--- src/rtl/alu_pkg.sv ---
// Shared definitions for the pipelined ALU: op encodings, FSM states and the
// single-cycle result/carry function.
package alu_pkg;

  localparam logic [3:0] ALU_AND  = 4'b0000;
  localparam logic [3:0] ALU_OR   = 4'b0001;
  localparam logic [3:0] ALU_ADD  = 4'b0010;
  localparam logic [3:0] ALU_SLL  = 4'b0011;
  localparam logic [3:0] ALU_SRL  = 4'b0100;
  localparam logic [3:0] ALU_RSVD = 4'b0101;
  localparam logic [3:0] ALU_SUB  = 4'b0110;
  localparam logic [3:0] ALU_SLT  = 4'b0111;
  localparam logic [3:0] ALU_ADDU = 4'b1000;
  localparam logic [3:0] ALU_SUBU = 4'b1001;
  localparam logic [3:0] ALU_XOR  = 4'b1010;
  localparam logic [3:0] ALU_SLTU = 4'b1011;
  localparam logic [3:0] ALU_NOR  = 4'b1100;
  localparam logic [3:0] ALU_SRA  = 4'b1101;
  localparam logic [3:0] ALU_LUI  = 4'b1110;
  localparam logic [3:0] ALU_MUL  = 4'b1111;

  typedef enum logic {
    ST_IDLE  = 1'b0,
    ST_MBUSY = 1'b1
  } state_t;

  // The function works on a fixed wide container; callers zero-extend their
  // N-bit operands and pass N so the result is masked back to N bits.
  localparam int ALU_MAX_W = 128;
  localparam int ALU_SH_W  = $clog2(ALU_MAX_W);
  localparam int ALU_CP_W  = ALU_SH_W + 1;

  function automatic logic [ALU_MAX_W:0] alu_single(
    input logic [3:0]           op,
    input logic [ALU_MAX_W-1:0] a,
    input logic [ALU_MAX_W-1:0] b,
    input logic [ALU_SH_W-1:0]  shamt,
    input int                   n
  );
    logic [ALU_MAX_W-1:0]        mask;
    logic [ALU_MAX_W-1:0]        sx_a;
    logic [ALU_MAX_W-1:0]        sx_b;
    logic [ALU_MAX_W-1:0]        w;
    logic signed [ALU_MAX_W-1:0] sra;
    logic [ALU_MAX_W:0]          sum;
    logic [ALU_SH_W-1:0]         msb;
    logic [ALU_CP_W-1:0]         cpos;
    logic                        c;
    mask = {ALU_MAX_W{1'b1}} >> (ALU_MAX_W - n);
    msb  = ALU_SH_W'(n - 1);
    cpos = ALU_CP_W'(n);
    sx_a = a[msb] ? (a | ~mask) : a;
    sx_b = b[msb] ? (b | ~mask) : b;
    sra  = $signed(sx_a) >>> shamt;
    sum  = '0;
    w    = '0;
    c    = 1'b0;
    case (op)
      ALU_AND: w = a & b;
      ALU_OR:  w = a | b;
      ALU_XOR: w = a ^ b;
      ALU_NOR: w = ~(a | b) & mask;
      ALU_ADD, ALU_ADDU: begin
        sum = {1'b0, a} + {1'b0, b};
        w   = sum[ALU_MAX_W-1:0] & mask;
        c   = sum[cpos];
      end
      // Subtraction as A + ~B + 1 so the carry out is the inverted borrow.
      ALU_SUB, ALU_SUBU: begin
        sum = {1'b0, a} + {1'b0, ~b & mask} + ALU_CP_W'(1);
        w   = sum[ALU_MAX_W-1:0] & mask;
        c   = sum[cpos];
      end
      ALU_SLL:  w = (a << shamt) & mask;
      ALU_SRL:  w = a >> shamt;
      ALU_SRA:  w = sra & mask;
      ALU_SLT:  w = ($signed(sx_a) < $signed(sx_b)) ? ALU_MAX_W'(1) : '0;
      ALU_SLTU: w = (a < b) ? ALU_MAX_W'(1) : '0;
      ALU_LUI:  w = (b & (mask >> (n / 2))) << (n / 2);
      default:  w = '0;
    endcase
    return {c, w};
  endfunction

endpackage

--- src/rtl/alu_mul_seq.sv ---
// Iterative shift-add multiplier: one multiplier bit per cycle, done is
// asserted combinationally on the last iteration with the final product.
module alu_mul_seq #(
  parameter  int N  = 32,
  localparam int CW = $clog2(N)
) (
  input  logic         clk,
  input  logic         rst,
  input  logic         start,
  input  logic [N-1:0] a,
  input  logic [N-1:0] b,
  output logic         done,
  output logic [N-1:0] result
);

  logic          busy;
  logic [CW-1:0] cnt;
  logic [N-1:0]  mcand_p1;
  logic [N-1:0]  mplier_p1;
  logic [N-1:0]  acc_p1;
  logic [N-1:0]  acc_nxt;

  assign acc_nxt = mplier_p1[0] ? (acc_p1 + mcand_p1) : acc_p1;
  assign done    = busy && (cnt == CW'(N - 1));
  assign result  = acc_nxt;

  always_ff @(posedge clk or posedge rst) begin
    if (rst) begin
      busy <= 1'b0;
      cnt  <= '0;
    end else if (start) begin
      busy <= 1'b1;
      cnt  <= '0;
    end else if (busy) begin
      cnt <= cnt + CW'(1);
      if (done) busy <= 1'b0;
    end
  end

  // ---- iteration datapath (no reset needed; loaded on start) ----
  always_ff @(posedge clk) begin
    if (start) begin
      mcand_p1  <= a;
      mplier_p1 <= b;
      acc_p1    <= '0;
    end else if (busy) begin
      acc_p1    <= acc_nxt;
      mcand_p1  <= mcand_p1 << 1;
      mplier_p1 <= mplier_p1 >> 1;
    end
  end

endmodule

--- src/rtl/alu_pipe.sv ---
// Registered ALU with valid/ready handshakes on both sides; single-cycle ops
// return after one edge, MUL after N edges via the sequential multiplier.
module alu_pipe
  import alu_pkg::*;
#(
  parameter  int N   = 32,
  localparam int SHW = $clog2(N)
) (
  input  logic         Clk,
  input  logic         Reset,
  input  logic         InValid,
  output logic         InReady,
  input  logic [N-1:0] BusA,
  input  logic [N-1:0] BusB,
  input  logic [3:0]   ALUCtrl,
  output logic         OutValid,
  input  logic         OutReady,
  output logic [N-1:0] BusW,
  output logic         Zero,
  output logic         Neg,
  output logic         Ovf,
  output logic         Cout
);

  state_t             state;
  state_t             state_nxt;
  logic               accept;
  logic               is_mul;
  logic               mul_done;
  logic [N-1:0]       mul_res;
  logic [ALU_MAX_W:0] core;
  logic [N-1:0]       w_c;
  logic               cout_c;
  logic               ovf_c;
  logic               zero_c;
  logic               core_unused;

  logic               vld_p1;
  logic [N-1:0]       w_p1;
  logic               zero_p1;
  logic               neg_p1;
  logic               ovf_p1;
  logic               cout_p1;

  assign accept = InValid && InReady;
  assign is_mul = (ALUCtrl == ALU_MUL);

  always_ff @(posedge Clk or posedge Reset) begin
    if (Reset) state <= ST_IDLE;
    else       state <= state_nxt;
  end

  always_comb begin
    state_nxt = state;
    case (state)
      ST_IDLE:  if (accept && is_mul) state_nxt = ST_MBUSY;
      ST_MBUSY: if (mul_done)         state_nxt = ST_IDLE;
      default:  state_nxt = ST_IDLE;
    endcase
  end

  // A new op may only enter when the output slot is free or retiring now.
  always_comb begin
    InReady = (state == ST_IDLE) && (!vld_p1 || OutReady);
  end

  assign core        = alu_single(ALUCtrl, ALU_MAX_W'(BusA), ALU_MAX_W'(BusB),
                                  ALU_SH_W'(BusB[SHW-1:0]), N);
  assign w_c         = core[N-1:0];
  assign cout_c      = core[ALU_MAX_W];
  assign core_unused = ^core[ALU_MAX_W-1:N];
  assign zero_c      = (ALUCtrl != ALU_RSVD) && (w_c == '0);

  always_comb begin
    case (ALUCtrl)
      ALU_ADD: ovf_c = (BusA[N-1] == BusB[N-1]) && (w_c[N-1] != BusA[N-1]);
      ALU_SUB: ovf_c = (BusA[N-1] != BusB[N-1]) && (w_c[N-1] != BusA[N-1]);
      default: ovf_c = 1'b0;
    endcase
  end

  alu_mul_seq #(.N(N)) u_mul (
    .clk    (Clk),
    .rst    (Reset),
    .start  (accept && is_mul),
    .a      (BusA),
    .b      (BusB),
    .done   (mul_done),
    .result (mul_res)
  );

  // ---- output register stage ----
  always_ff @(posedge Clk or posedge Reset) begin
    if (Reset) begin
      vld_p1  <= 1'b0;
      w_p1    <= '0;
      zero_p1 <= 1'b0;
      neg_p1  <= 1'b0;
      ovf_p1  <= 1'b0;
      cout_p1 <= 1'b0;
    end else if (accept && !is_mul) begin
      vld_p1  <= 1'b1;
      w_p1    <= w_c;
      zero_p1 <= zero_c;
      neg_p1  <= w_c[N-1];
      ovf_p1  <= ovf_c;
      cout_p1 <= cout_c;
    end else if (accept) begin
      // MUL accepted: any previous result is retiring on this same edge.
      vld_p1 <= 1'b0;
    end else if (mul_done) begin
      vld_p1  <= 1'b1;
      w_p1    <= mul_res;
      zero_p1 <= (mul_res == '0);
      neg_p1  <= mul_res[N-1];
      ovf_p1  <= 1'b0;
      cout_p1 <= 1'b0;
    end else if (OutReady) begin
      vld_p1 <= 1'b0;
    end
  end

  assign OutValid = vld_p1;
  assign BusW     = w_p1;
  assign Zero     = zero_p1;
  assign Neg      = neg_p1;
  assign Ovf      = ovf_p1;
  assign Cout     = cout_p1;

endmodule
--- config.mk ---
export PLATFORM = sky130hd
export DESIGN_NAME = alu_pipe
export DESIGN_NICKNAME = d
export VERILOG_FILES = /design/src/rtl/alu_pkg.sv /design/src/rtl/alu_mul_seq.sv /design/src/rtl/alu_pipe.sv
export SDC_FILE = /design/constraint.sdc
export NUM_CORES = 1
export LEC_CHECK = 0
export CORE_UTILIZATION = 30
export CTS_CLUSTER_DIAMETER = 60
export CTS_CLUSTER_SIZE = 28
export DETAILED_ROUTE_END_ITERATION = 16
export GPL_TIMING_DRIVEN = 1
export PLACE_DENSITY = 0.53
export SKIP_CTS_REPAIR_TIMING = 1
export SYNTH_ARGS = -nofsm -noshare
export SYNTH_HDL_FRONTEND = slang
export SYNTH_SLANG_ARGS = --single-unit
--- constraint.sdc ---
create_clock -name Clk -period 6.1 [get_ports Clk]
set_clock_uncertainty 0.2 [all_clocks]
set_input_delay 0.61 -clock Clk [delete_from_list [all_inputs] [get_ports Clk]]
set_output_delay 0.61 -clock Clk [all_outputs]
set_load 0.01 [all_outputs]
==> results of run 1 <==
worst max-delay path, cell delays in order:
cell and delay, ns:
clkdlybuf4s50_1 0.78, inv_1 0.09, ha_1 0.46, nor3_1 0.15, o31ai_1 0.44, a211oi_1 0.15, buf_4 0.19, o311ai_1 0.60
nand3b_1 0.28, a31oi_1 0.35, o31a_1 0.22, nor2_1 0.06, o21ba_2 0.21, or2_2 0.28, o21ai_0 0.76, a221o_1 0.25
layer usage:
layer / GRT usage / part of all wire / up-vias
met5: 0 / 0 / -
met4: 0.156 / 0.052 / 0
met3: 0.0593 / 0.083 / 169
met2: 0.436 / 0.43 / 1101
met1: 0.406 / 0.44 / 9561
li1: - / - / 8442
worst max path at each step:
stage / start / endpoint / slack [ns] / depth (start not counted)
2_1_floorplan: OutReady / u_mul.mcand_p1[0] / 1.21 / 5
6_report: BusA[3] / BusW[0] / 0.43 / 16
3_3_place_gp: BusA[3] / BusW[0] / 0.13 / 16
3_5_place_dp: BusA[3] / BusW[0] / 0.15 / 16
5_1_grt: BusA[3] / BusW[0] / 0.33 / 16
4_1_cts: BusA[3] / BusW[0] / 0.64 / 16
synthesized netlist by cell type, types with 10 or more instances:
cell and count:
nand2_1 192, nor2_1 181, a21oi_1 152, ha_1 130
inv_1 110, o21ai_0 98, clkbuf_1 92, mux2_2 78
edfxtp_1 64, a211oi_1 52, mux2i_1 51, mux4_2 49
nor3_1 49, nand3_1 45, dfrtp_1 43, o221ai_1 41
a21o_1 34, o211ai_1 34, dfxtp_1 32, buf_2 29
a22oi_1 28, a31oi_1 25, nand4_1 25, o22ai_1 25
nor4_1 22, xnor2_1 22, or3_1 21, a221o_1 20
o21a_1 19, o31ai_1 19, a221oi_1 18, and2_1 17
nand2b_1 17, or2_2 17, and3_1 16, nor2b_1 15
o21bai_1 15, xor2_1 15, o2111ai_1 14, and4_1 11
buf_1 11, o31a_1 11, buf_6 10
flip-flops by register name, indices dropped and copies added, names as in the netlist:
register / flops
BusW: 32
u_mul.acc_p1: 32
u_mul.mcand_p1: 32
u_mul.mplier_p1: 32
u_mul.cnt: 5
Cout: 1
OutValid: 1
Ovf: 1
Zero: 1
state: 1
u_mul.busy: 1
cell type report:
cell class | count | share of cell area
Sequential cell | 139 | 0.176
Clock buffer | 22 | 0.0230
Clock inverter | 10 | 0.00375
Antenna cell | 1 | 0.000121
Timing Repair Buffer | 230 | 0.0984
Inverter | 116 | 0.0211
Tap cell | 765 | 0.0463
Multi-Input combinational cell | 1735 | 0.631
power by group:
| part | switching [mW] | total (mW) | internal, mW |
|---|---|---|---|
| Combinational | 2.84 | 4.77 | 1.92 |
| Sequential | 0.342 | 1.91 | 1.57 |
| Clock | 0.500 | 1.06 | 0.561 |
kinds of logic (layout without fill, tap and decap cells):
| family | Yosys count | in the layout | synth area share |
|---|---|---|---|
| adders and majority gates | 133 | 133 | 0.0948 |
| buffers and inverters | 266 | 378 | 0.0648 |
| DFF | 139 | 139 | 0.205 |
| and+or+nand+nor | 671 | 671 | 0.185 |
| muxes | 186 | 186 | 0.152 |
| xor gates and xnor gates | 37 | 37 | 0.0182 |
| other | 0 | 1 | 0 |
| AOI/OAI and AO/OA | 708 | 708 | 0.280 |
metrics by stage:
| stage | hold WS (ns) | worst slack [ns] | instances | instance area, um^2 |
|---|---|---|---|---|
| 3_5_place_dp | 0.290 | 0.146 | 2985 | 20100 |
| 6_report | 0.298 | 0.433 | 3018 | 20700 |
| 3_3_place_gp | 0.280 | 0.125 | 2985 | 20100 |
| 5_1_grt | 0.325 | 0.330 | 3017 | 20700 |
| 2_1_floorplan | 0.268 | 1.21 | 2140 | 17800 |
| 4_1_cts | 0.299 | 0.644 | 3017 | 20700 |
==> results.sh, run 1 <==
export IMPL_finalCritPeriodShare=0.929
export IMPL_gp_congestion=0.999
export IMPL_slew_viol_final=0
export IMPL_synthTopCellsByArea="edfxtp_1 (11%), ha_1 (9.1%), mux4_2 (6.2%)"
export IMPL_synth_area_per_cell_um2=8.31
export IMPL_critPathArrivalTime_ns=5.89
export IMPL_die_area_um2=60300
export IMPL_grt_max_degree=65
export IMPL_first_pass_iters=6
export IMPL_r2r_start="u_mul.mcand_p1[4]"
export IMPL_final_cell_mix="nand2_1 (192), nor2_1 (179), a21oi_1 (152)"
export IMPL_worst_pin_slew_ns=1.17
export IMPL_area_growth_pct=16.3
export IMPL_pin_count=110
export IMPL_syn_nets=2345
export IMPL_final_setup_tns_ns=0
export IMPL_final_layout_size_suffix_gt1_frac=0.148
export IMPL_multi_input_comb_area_um2=13100
export IMPL_grt_usage=0.296
export IMPL_peakVddDrop_mv=0.232
export IMPL_ant_nets=0
export IMPL_first_iter_violations=2507
export IMPL_grt_pass1_wl_um=129000
export IMPL_grt_overflow_total=0
export IMPL_fin_crit_ns=5.67
export IMPL_vias_per_cell=6.39
export IMPL_num_vias=19300
export IMPL_cts_buffers=17
export IMPL_setup_viol=0
export IMPL_final_hold_violation_count=0
export IMPL_synth_seq_area_share=0.205
export IMPL_routed_wl_um=90200
export IMPL_reg2reg_setup_slack_ns=1.23
export IMPL_power_mw=7.74
export IMPL_htree_levels=4
export IMPL_drv_cap=0
export IMPL_layout_commonest_cell="nand2_1"
export IMPL_critPathKind="input port to register"
export IMPL_antenna_found_initial=2
export IMPL_yosys_warnings=0
export IMPL_n_fill_cell=6092
export IMPL_min_path_cells=2
export IMPL_drc_errors=0
export IMPL_netlist_instances=2140
export IMPL_dpl_hpwl_um=70100
export IMPL_slew_headroom=0.207
export IMPL_critPathRequiredTime_ns=6.33
export IMPL_crit_path_start_kind="input port"
export IMPL_start_util=0.306
export IMPL_end_kind="register"
export IMPL_port_buffers=109
export IMPL_finish_utilization=0.356
export IMPL_synth_edff_count=64
export IMPL_coreArea_um2=58100
export IMPL_ys_flop_type="edfxtp_1"
export IMPL_clkTransAtPathRegs_ns=0.07
export IMPL_nNetsFinal=2444
export IMPL_clk_path_buf_depth=2
export IMPL_status="finished, final reports clean"
export IMPL_root_buffer="clkbuf_16"
export IMPL_wl_per_cell_um=29.9
export IMPL_cts_sink_count=139
export IMPL_hold_end="BusW[6]"
export IMPL_seq_area_um2=3640
export IMPL_rsz0062_at_grt="no"
export IMPL_synth_top_area_share=0.108
export IMPL_ys_types=101
export IMPL_ys_ff_latch=139
export IMPL_synth_async_reset_ratio=0.309
export IMPL_fmax_mhz=176
export IMPL_synth_area_leader_cell="edfxtp_1"
export IMPL_rows=88
export IMPL_hold_class="register to register"
export IMPL_powerDensity_nw_per_um2=374
export IMPL_r2r_end="Zero"
export IMPL_cp_max_fo=12
export IMPL_die_x_um=245
export IMPL_p_leak_nw=8.14
export IMPL_grt_pass1_vias=18100
export IMPL_reg2reg_depth=13
export IMPL_syn_area_um2=17800
export IMPL_min_from="BusW[6]"
export IMPL_die_h_um=245
export IMPL_clock_latency_ns=0.50
export IMPL_cts_tree="yes"
Power figures use the tool's default switching activity.
==> run 2, diff against run 1 <==
--- a/config.mk
+++ b/config.mk
@@ -5,6 +5,7 @@
 export SDC_FILE = /design/constraint.sdc
 export NUM_CORES = 1
 export LEC_CHECK = 0
+export CORE_ASPECT_RATIO = 1.75
 export CORE_UTILIZATION = 30
 export CTS_CLUSTER_DIAMETER = 60
 export CTS_CLUSTER_SIZE = 28
==> results.sh, run 2 (synthesis results as in run 1) <==
export IMPL_fin_crit_ns=5.68
export IMPL_r2r_start="u_mul.mcand_p1[0]"
export IMPL_rsz0062_at_grt="no"
export IMPL_powerDensity_nw_per_um2=377
export IMPL_antenna_found_initial=1
export IMPL_htree_levels=4
export IMPL_cp_max_fo=12
export IMPL_coreArea_um2=58400
export IMPL_clk_path_buf_depth=2
export IMPL_nNetsFinal=2465
export IMPL_p_leak_nw=8.22
export IMPL_first_iter_violations=2012
export IMPL_slew_viol_final=0
export IMPL_worst_pin_slew_ns=1.30
export IMPL_die_area_um2=60300
export IMPL_num_vias=19400
export IMPL_end_kind="register"
export IMPL_hold_slack_ns=0.298
export IMPL_vias_per_cell=6.38
export IMPL_final_area_um2=20800
export IMPL_clkTransAtPathRegs_ns=0.07
export IMPL_slew_headroom=0.124
export IMPL_critPathRequiredTime_ns=6.29
export IMPL_drc_errors=0
export IMPL_cp_slowest_stage_delay_ns=0.74
export IMPL_area_growth_pct=17.2
export IMPL_crit_path_start_kind="input port"
export IMPL_critPathArrivalTime_ns=5.87
export IMPL_finish_utilization=0.357
export IMPL_hold_class="register to register"
export IMPL_ant_nets=0
export IMPL_start_util=0.304
export IMPL_port_buffers=109
export IMPL_cts_buffers=17
export IMPL_status="finished, final reports clean"
export IMPL_cts_sink_count=139
export IMPL_dpl_hpwl_um=77400
export IMPL_n_fill_cell=6074
export IMPL_first_pass_iters=5
export IMPL_dpl_cell_area_um2=20300
export IMPL_layout_commonest_cell="nand2_1"
export IMPL_final_cell_mix="nand2_1 (192), nor2_1 (179), a21oi_1 (152)"
export IMPL_grt_usage=0.328
export IMPL_root_buffer="clkbuf_16"
export IMPL_die_h_um=324
export IMPL_finalCritPeriodShare=0.932
export IMPL_cpMaxStageDelayCell="clkdlybuf4s50_1"
export IMPL_final_hold_violation_count=0
export IMPL_startpoint="BusA[3]"
export IMPL_crit_buf_inv=3
export IMPL_setup_viol=0
export IMPL_gp_congestion=1.04
export IMPL_final_layout_size_suffix_gt1_frac=0.156
export IMPL_die_x_um=186
export IMPL_pin_count=110
export IMPL_drv_cap=0
export IMPL_peakVddDrop_mv=0.211
export IMPL_path_cells="clkdlybuf4s50_1 -> inv_1 -> ha_1 -> nor3_1 -> o31ai_1 -> a211oi_1 -> buf_4 -> o311ai_1 -> nand3b_1 -> a31oi_1 -> o31a_1 -> nor2_1 -> o21ba_2 -> or2_2 -> o21ai_1 -> a221o_1"
export IMPL_grt_pass1_wl_um=140000
export IMPL_wl_per_cell_um=32.2
export IMPL_min_from="BusW[10]"
export IMPL_critPathKind="input port to register"
export IMPL_grt_max_degree=63
export IMPL_rows=117
export IMPL_fmax_mhz=176
export IMPL_clock_latency_ns=0.46
export IMPL_grt_overflow_total=0
export IMPL_critPathTopFamily="compound AO/OA/AOI/OAI gates"
export IMPL_grt_pass1_vias=19500
export IMPL_reg2reg_setup_slack_ns=1.04
export IMPL_routed_wl_um=98300
export IMPL_cts_tree="yes"
-- run 2: changes by cell type in the layout (fill, tap and decap cells not counted), moves of 2 or more --
cell,delta
buf_4,+21
clkinv_4,+2
inv_4,-2
inv_8,+2
-- run 2: cell type report --
| cell class | count | area, um^2 | share of cell area |
|---|---|---|---|
| diodes | 2 | 5.00 | 0.000240 |
| clock buffers | 19 | 433 | 0.0208 |
| clock inverters | 13 | 108 | 0.00516 |
| inverters | 116 | 435 | 0.0209 |
| multi-input cells | 1735 | 13100 | 0.627 |
| flip-flops and latches | 139 | 3640 | 0.175 |
| well taps | 773 | 967 | 0.0464 |
| repair buffers | 251 | 2190 | 0.105 |
-- run 2: per-stage QoR --
stage / setup TNS, ns / instances / worst slack, ns / total power, mW
6_report: 0 / 3048 / 0.417 / 7.85
5_1_grt: 0 / 3046 / 0.285 / 8.34
3_3_place_gp: -0.132 / 3014 / -0.132 / 6.65
2_1_floorplan: 0 / 2140 / 1.21 / 4.99
4_1_cts: 0 / 3046 / 0.289 / 7.81
3_5_place_dp: -0.169 / 3014 / -0.169 / 6.72
-- run 2: final timing paths --
kind                         endpoint  cells past startpoint
max                           BusW[0]                     16
max reg2reg                      Zero                     16
min in group asynchronous    BusW[13]                      3
min reg2reg                  BusW[10]                      2
max in group asynchronous  u_mul.busy                      3
min                          BusW[10]                      2
-- run 2: metal layers --
layer | up-vias | share of wire | global-route usage
met5 | - | 0 | 0
li1 | 8476 | - | -
met3 | 338 | 0.053 | 0.0382
met1 | 9585 | 0.35 | 0.350
met4 | 0 | 0.099 | 0.277
met2 | 1035 | 0.50 | 0.573
-- run 2: report_power, final --
group / internal, mW / total [mW] / switching (mW) / leakage [nW]
Combinational: 1.94 / 4.91 / 2.97 / 6.53
Clock: 0.531 / 1.04 / 0.509 / 0.260
Sequential: 1.57 / 1.90 / 0.333 / 1.44
-- run 2: worst register-to-register path: stages, from the launching register on --
cell and delay (ns):
edfxtp_1 0.41, ha_1 0.20, inv_1 0.06, fa_1 0.39, nor2b_1 0.21, o31a_1 0.21
o21ai_0 0.16, a21oi_1 0.76, o21ai_0 0.22, a221oi_1 0.58, nand2_1 0.10, a2111oi_0 0.42
buf_4 0.23, nand4_1 0.10, nor4_1 0.29, nand4_1 0.15, o31ai_1 0.26
